===== config.mk =====
export PLATFORM = sky130hd
export DESIGN_NAME = audio_voice_mixer
export DESIGN_NICKNAME = d
export VERILOG_FILES = /design/src/rtl/audio_voice_mixer.sv
export SDC_FILE = /design/constraint.sdc
export NUM_CORES = 1
export LEC_CHECK = 0
export CAP_MARGIN = 0
export CORE_MARGIN = 1.5
export CORE_UTILIZATION = 60
export CTS_BUF_LIST = sky130_fd_sc_hd__clkbuf_4 sky130_fd_sc_hd__clkbuf_8
export CTS_CLUSTER_SIZE = 8
export DETAILED_ROUTE_END_ITERATION = 6
export PLACE_DENSITY = 0.79
export SYNTH_ARGS = -nofsm -noshare
export SYNTH_HDL_FRONTEND = slang
export SYNTH_SLANG_ARGS = --single-unit

===== constraint.sdc =====
create_clock -name clock -period 9.97 [get_ports clock]
set_clock_uncertainty 0.2 [all_clocks]
set_input_delay 1.4955 -clock clock [delete_from_list [all_inputs] [get_ports clock]]
set_output_delay 1.4955 -clock clock [all_outputs]
set_load 0.03 [all_outputs]

===== src/rtl/audio_voice_mixer.sv =====
// Multi-voice waveform mixer: VOICES phase accumulators are evaluated one per clock
// through a shared sine-ROM port once per sample tick, and their levels are summed into mix.
module audio_voice_mixer #(
    parameter int BITS    = 6,
    parameter int VOICES  = 4,
    parameter int PHASE_W = 16,
    parameter int DIV     = 64,
    localparam int SEL_W  = (VOICES > 1) ? $clog2(VOICES) : 1,
    localparam int MIX_W  = BITS + $clog2(VOICES)
) (
    input  logic               clock,
    input  logic               reset_n,
    input  logic               cfg_we,
    input  logic [SEL_W-1:0]   voice_sel,
    input  logic [1:0]         cfg_form,
    input  logic [PHASE_W-1:0] cfg_inc,
    input  logic               cfg_gate,
    input  logic               cfg_phase_rst,
    output logic [9:0]         rom_index,
    input  logic [BITS-1:0]    rom_value,
    output logic [MIX_W-1:0]   mix,
    output logic               mix_valid,
    output logic               busy
);

    localparam int DIV_W = $clog2(DIV);

    localparam logic [1:0] FORM_SIN = 2'd0;
    localparam logic [1:0] FORM_TRI = 2'd1;
    localparam logic [1:0] FORM_SQ  = 2'd2;

    typedef enum logic [1:0] {
        IDLE,
        CALC,
        DONE
    } state_t;

    state_t             state_q, state_d;
    logic [DIV_W-1:0]   div_q;
    logic               tick;
    logic [SEL_W-1:0]   voice_q, voice_d;
    logic [MIX_W-1:0]   acc_q, acc_d;
    logic [MIX_W-1:0]   mix_q, mix_d;
    logic               mixValid_q, mixValid_d;

    logic [1:0]         shadowForm_q     [VOICES];
    logic [PHASE_W-1:0] shadowInc_q      [VOICES];
    logic               shadowGate_q     [VOICES];
    logic               shadowPhaseRst_q [VOICES];
    logic [1:0]         actForm_q        [VOICES];
    logic [PHASE_W-1:0] actInc_q         [VOICES];
    logic               actGate_q        [VOICES];
    logic               actPhaseRst_q    [VOICES];
    logic [PHASE_W-1:0] phase_q          [VOICES];

    logic [PHASE_W-1:0] phaseNew;
    logic [9:0]         idx;
    logic [8:0]         triVal;
    logic [BITS-1:0]    level;

    assign tick = (div_q == DIV_W'(DIV - 1));

    always_ff @(posedge clock or negedge reset_n) begin
        if (!reset_n) begin
            div_q <= '0;
        end else if (tick) begin
            div_q <= '0;
        end else begin
            div_q <= div_q + DIV_W'(1);
        end
    end

    // The tick copy reads the shadow values from before any same-cycle write, and the
    // write is applied after the phase_rst clear so it survives until the following tick.
    // Selects at or above VOICES match no slot and are dropped.
    always_ff @(posedge clock or negedge reset_n) begin
        if (!reset_n) begin
            for (int v = 0; v < VOICES; v++) begin
                shadowForm_q[v]     <= '0;
                shadowInc_q[v]      <= '0;
                shadowGate_q[v]     <= 1'b0;
                shadowPhaseRst_q[v] <= 1'b0;
                actForm_q[v]        <= '0;
                actInc_q[v]         <= '0;
                actGate_q[v]        <= 1'b0;
                actPhaseRst_q[v]    <= 1'b0;
            end
        end else begin
            for (int v = 0; v < VOICES; v++) begin
                if (tick) begin
                    actForm_q[v]        <= shadowForm_q[v];
                    actInc_q[v]         <= shadowInc_q[v];
                    actGate_q[v]        <= shadowGate_q[v];
                    actPhaseRst_q[v]    <= shadowPhaseRst_q[v];
                    shadowPhaseRst_q[v] <= 1'b0;
                end
                if (cfg_we && (voice_sel == SEL_W'(v))) begin
                    shadowForm_q[v]     <= cfg_form;
                    shadowInc_q[v]      <= cfg_inc;
                    shadowGate_q[v]     <= cfg_gate;
                    shadowPhaseRst_q[v] <= cfg_phase_rst;
                end
            end
        end
    end

    // Evaluate the voice selected by the sequencer; only meaningful while in CALC.
    always_comb begin
        phaseNew = phase_q[voice_q] + actInc_q[voice_q];
        if (!actGate_q[voice_q] || actPhaseRst_q[voice_q]) begin
            phaseNew = '0;
        end
        idx    = phaseNew[PHASE_W-1 -: 10];
        triVal = idx[9] ? ~idx[8:0] : idx[8:0];
        level  = '0;
        if (actGate_q[voice_q]) begin
            case (actForm_q[voice_q])
                FORM_SIN: level = rom_value;
                FORM_TRI: level = BITS'(triVal >> (9 - BITS));
                FORM_SQ:  level = idx[9] ? '0 : '1;
                default:  level = BITS'(idx >> (10 - BITS));
            endcase
        end
    end

    always_ff @(posedge clock or negedge reset_n) begin
        if (!reset_n) begin
            for (int v = 0; v < VOICES; v++) begin
                phase_q[v] <= '0;
            end
        end else if (state_q == CALC) begin
            phase_q[voice_q] <= phaseNew;
        end
    end

    always_ff @(posedge clock or negedge reset_n) begin
        if (!reset_n) begin
            state_q    <= IDLE;
            voice_q    <= '0;
            acc_q      <= '0;
            mix_q      <= '0;
            mixValid_q <= 1'b0;
        end else begin
            state_q    <= state_d;
            voice_q    <= voice_d;
            acc_q      <= acc_d;
            mix_q      <= mix_d;
            mixValid_q <= mixValid_d;
        end
    end

    // mix is loaded on entry to DONE so the new sum is visible together with mix_valid.
    always_comb begin
        state_d    = state_q;
        voice_d    = voice_q;
        acc_d      = acc_q;
        mix_d      = mix_q;
        mixValid_d = 1'b0;
        case (state_q)
            IDLE: begin
                if (tick) begin
                    state_d = CALC;
                    voice_d = '0;
                    acc_d   = '0;
                end
            end
            CALC: begin
                acc_d = acc_q + MIX_W'(level);
                if (voice_q == SEL_W'(VOICES - 1)) begin
                    state_d    = DONE;
                    mix_d      = acc_d;
                    mixValid_d = 1'b1;
                end else begin
                    voice_d = voice_q + SEL_W'(1);
                end
            end
            DONE: begin
                state_d = IDLE;
            end
            default: begin
                state_d = IDLE;
            end
        endcase
    end

    assign rom_index = (state_q == CALC) ? idx : 10'd0;
    assign mix       = mix_q;
    assign mix_valid = mixValid_q;
    assign busy      = (state_q != IDLE);

endmodule

* Yosys cells after proc, flatten, opt, wreduce, memory -nomap -nowiden
Index checks and enable logic that the tools add are counted.
Storage, ports and cells: register bits after elaboration 251, bits of input ports 31
Cells by class: add/subtract/negate cells 4, magnitude comparators 2, equality and inequality tests 11, muxes and demuxes 40, bitwise operators 2, reduce and logical (&&, ||, !) cells 20
Operator list (count):
- $mux W16 | 6
- $bmux W16 S2 | 2
- $bwmux W64 | 1
- $demux W16 S2 | 1
- $mux W6 | 3
- $pmux W6 S3 | 1
- $add A16 B16 Y16 | 1
- $pmux W8 S2 | 1
- $mux W2 | 6
- $reduce_bool A2 Y1 | 6
- $mux W1 | 11
- $mux W10 | 1
- $mux W9 | 1
- $not A9 Y9 | 1
- $add A8 B6 Y8 | 1
- $eq A2 B2 Y1 const B | 4
- $mux W8 | 1
- $pmux W2 S2 | 2
- $add A6 B1 Y6 const B | 1
- $eq A2 B1 Y1 const B | 3
- $eq A6 B6 Y1 const B | 1
- $logic_not A2 Y1 | 3
- $ne A2 B2 Y1 const B | 3
- $reduce_and A2 Y1 | 3
- other kinds (10) | 15

* Longest topological paths before layout
depth after elaboration 13, mapped depth 23

* Worst setup path after synthesis
No wires, ideal clock.
path kind flip-flop to output port, start reg voice_q[0], end out rom_index[8], arrival time 4.009 ns, path slack 4.266 ns, stages on the path, launching flop included 12, buffers on the path 2, path through dfrtp_1 buf_6 buf_1 mux4_2 ha_1 fa_1 a211oi_1 o211ai_1 a21boi_0 nor3b_1 nand2b_1 nor3_1
Between the ends: cells in the longest elaborated chain, start to end 8, elaborated cells between the ends (all ways) 18, those cells by class add/sub (1); mux (14); bitwise (1); reduce/logical (2)
Ends and longest elaborated chain:
- from (decl) | RTL line 41 | logic [SEL_W-1:0] voice_q, voice_d;
- from (signal assigned) | RTL line 145 | voice_q <= voice_d;
- $not A2 Y3 (not written as such) (*) | RTL line 109, 110
- parallel branches: the longest is 5 deep, another holds $add A16 B16 Y16
- $mux W16 (*) | RTL line 110 | if (!actGate_q[voice_q] || actPhaseRst_q[voice_q]) begin
- $mux W10 (*) | RTL line 186 | assign rom_index = (state_q == CALC) ? idx : 10'd0;
- to (decl) | RTL line 19 | output logic [9:0] rom_index,
Mark *: on every way between the ends. The select of a mux whose other input is x is not followed.

* Final worst setup path
start reg voice_q[0], end out rom_index[9]
The elaborated chain is that of the path after synthesis.

==> results.md <==
* Post-DP Area at 0.0123 mm2
* Area of the multi-input gates at 0.00505 mm2
* Largest area contributor in the netlist: dfrtp_1
* Cell area after synthesis at 0.0116 mm2
* Max-cap viol count at 0
* Distinct cell type count after synthesis at 59
* Synth Warn # at 0
* Die width at 142 um
* Post-DP HPWL at 15500 um
* CTS max path bufs at 3
* Synthesized instance count at 1081
* Vias at 8078
* Finished Core Util at 69.5%
* Ys async rst share at 100%
* GRT Util Overall at 25.6%
* Kind of end point of the critical path: output pin
* TritonRoute pass-1 iters at 5
* Endpoints failing setup at 0
* CTS tree: yes
* Final wirelength at 23900 um
* CP max FO at 23
* First-pass GRT wire length at 41000 um
* RePlAce Congestion at 0.938
* Worst Tran Pin Value at 1.06 ns
* Post-synth EDFFs at 0
* Top_reg_cell synth: dfrtp_1
* Area contributors post-synth: dfrtp_1, nand2_1, mux2_2
* Initial antenna violation count at 0
* VDD IR max at 0.000119 V
* Syn avg cell area at 10.7 um2
* HP Class: register to register
* Pin count of the biggest net entering global routing at 120
* DRC Markers at 0
* Crit path launch type: register
* Number of failing hold endpoints at the final stage at 0
* Vias in the first global route at 8209
* Initial Utilization at 61.6%
* Most frequent cell after synthesis: nand2_1
* Port bufs at 50
* Nets@finish at 1190
* # Post-CTS Setup Buffers at 0
* Initial DRC count at 619
* CTS Root Cell: clkbuf_8
* Fmax at 0.145 GHz
* Die Ht at 142 um
* H-Tree Level Count at 2
* Core box area at 0.0188 mm2
* Lkg Pwr at 6.15 nW
* Skew-Pair Late Insertion Delay at 0.55 ns
* Share of cells above drive strength 1 at 18.2%
* Sequential share of the synthesized area at 54.1%
* Total gr overflow at 0
* Unrepaired setup endpoints after global routing: no
* Post-Synthesis Net Count at 1140
* Hold-fix buffers at CTS at 0
* Register Area at 0.00628 mm2
* Slew headroom at 29.3%
* Min Tclk post-route at 6.89 ns
* Data arrival time of the critical path at 5.20 ns
* Ports at 51
* CTS Buf Count at 42
* Antenna Cells at 0
* Die area at 0.0202 mm2
* Synthesis-to-finish area growth at 12.7%
* Status: completed
* CP Class: register to output pin
* Fill cells at 1411
* Seq cells post-synth at 251
* Required time of the critical path at 8.27 ns
* Via density at 5.73
* Power per cell area at 159 mW/mm2
* Num rows at 50
* Post_cts resized at 0
* Part of the cycle the worst path needs at 69.1%
* Setup TNS at 0 ns
* Antenna viol nets, final at 0
* Final Max Tran Viols at 0
* Share of the synthesized area in the top cell type at 54.1%
* Top cells by count, synth: nand2_1, dfrtp_1, o21ai_0, mux2_2, clkbuf_1
* CTS clock-pin slew for the worst setup and hold paths at 0.06 ns
* Final instance area at 0.0131 mm2
* Drt wl/cell at 17.0 um
* Reg2reg setup slack at 3.51 ns
* CTS Sinks at 251
[per-layer routing]
layer	track usage [%]	share of wire, %
met1	36.7	46
met2	40.9	47
met3	4.17	5.3
met4	7.38	1.6
met5	0	0
[flip-flops by register name, summed over array words and instances (netlist names), 4 cells and up]
register / flops
mix: 8
shadowPhaseRst_q: 4
actInc_q: 64
actPhaseRst_q: 4
shadowInc_q: 64
phase_q: 64
div_q: 6
acc_q: 8
actGate_q: 4
shadowGate_q: 4
actForm_q: 8
shadowForm_q: 8
[final timing paths]
kind / endpoint / cells after the start / startpoint
worst max-delay path: rom_index[9] / 10 / voice_q[0]
worst min-delay path: actInc_q[39] / 2 / shadowInc_q[39]
worst max register to register: acc_q[6] / 18 / voice_q[0]
worst min register to register: actInc_q[39] / 2 / shadowInc_q[39]
max in group asynchronous: actInc_q[37] / 2 / reset_n
min in group asynchronous: acc_q[4] / 1 / reset_n
[metrics by stage]
step	instances	power, mW	setup WS [ns]	hold WS (ns)
final	1411	2.07	3.08	0.258
after global routing	1411	2.16	2.79	0.274
after CTS	1411	2.10	3.04	0.261
after detailed placement	1347	1.24	3.54	0.247
after global placement	1347	1.23	3.73	0.241
after floorplan	1081	1.18	4.27	0.233
[worst max-delay path: stages (launching register included)]
cell and delay [ns]:
dfrtp_2 0.90, buf_4 0.44, mux4_2 0.56, ha_1 0.37, a21oi_1 0.31, a211oi_2 0.15, o21ai_1 0.31, a21oi_1 0.16
nand3b_1 0.51, nor2_1 0.23, clkdlybuf4s50_1 0.69
[final cells by class]
class                      count  share of cell area [%]
clock buffer                  60                    5.60
clock inverter                 4                   0.325
inverter                      16                   0.459
multi-input combinational    759                    38.6
sequential                   251                    48.0
tap                          260                    2.49
timing repair buffer          61                    4.50
[cells in the final DEF (no fill, tap or decap), drive strengths merged, types with 2 or more instances in the layout]
master and instances:
a2111oi 6, a211o 4, a211oi 3, a21o 8
a21oi 18, a22o 2, a31oi 4, and2 2
and3 4, and4 2, buf 12, clkbuf 60
clkdlybuf4s50 49, clkinv 4, dfrtp 251, fa 2
ha 26, inv 16, mux2 80, mux2i 2
mux4 35, nand2 347, nand2b 6, nand3 12
nand3b 5, nand4 2, nor2 26, nor2b 4
nor3 8, nor3b 3, o211ai 5, o21a 2
o21ai 91, o21bai 6, o31ai 4, or2 3
or3 2, xnor2 16, xor2 9
[where the power goes]
| part | switching, mW | internal (mW) |
|---|---|---|
| Sequential | 0.0309 | 1.08 |
| Combinational | 0.0470 | 0.0600 |
| Clock | 0.387 | 0.468 |
| Total | 0.465 | 1.61 |
[cell families after synthesis]
group | count (synthesis) | synth area share (%)
compound gates | 160 | 8.39
xor+xnor | 25 | 1.89
fa+ha+maj | 28 | 3.15
buf+inv | 71 | 2.48
flops | 251 | 54.1
mux | 117 | 14.7
simple gates | 429 | 15.3
No activity file was read; power rests on OpenSTA's default activity.
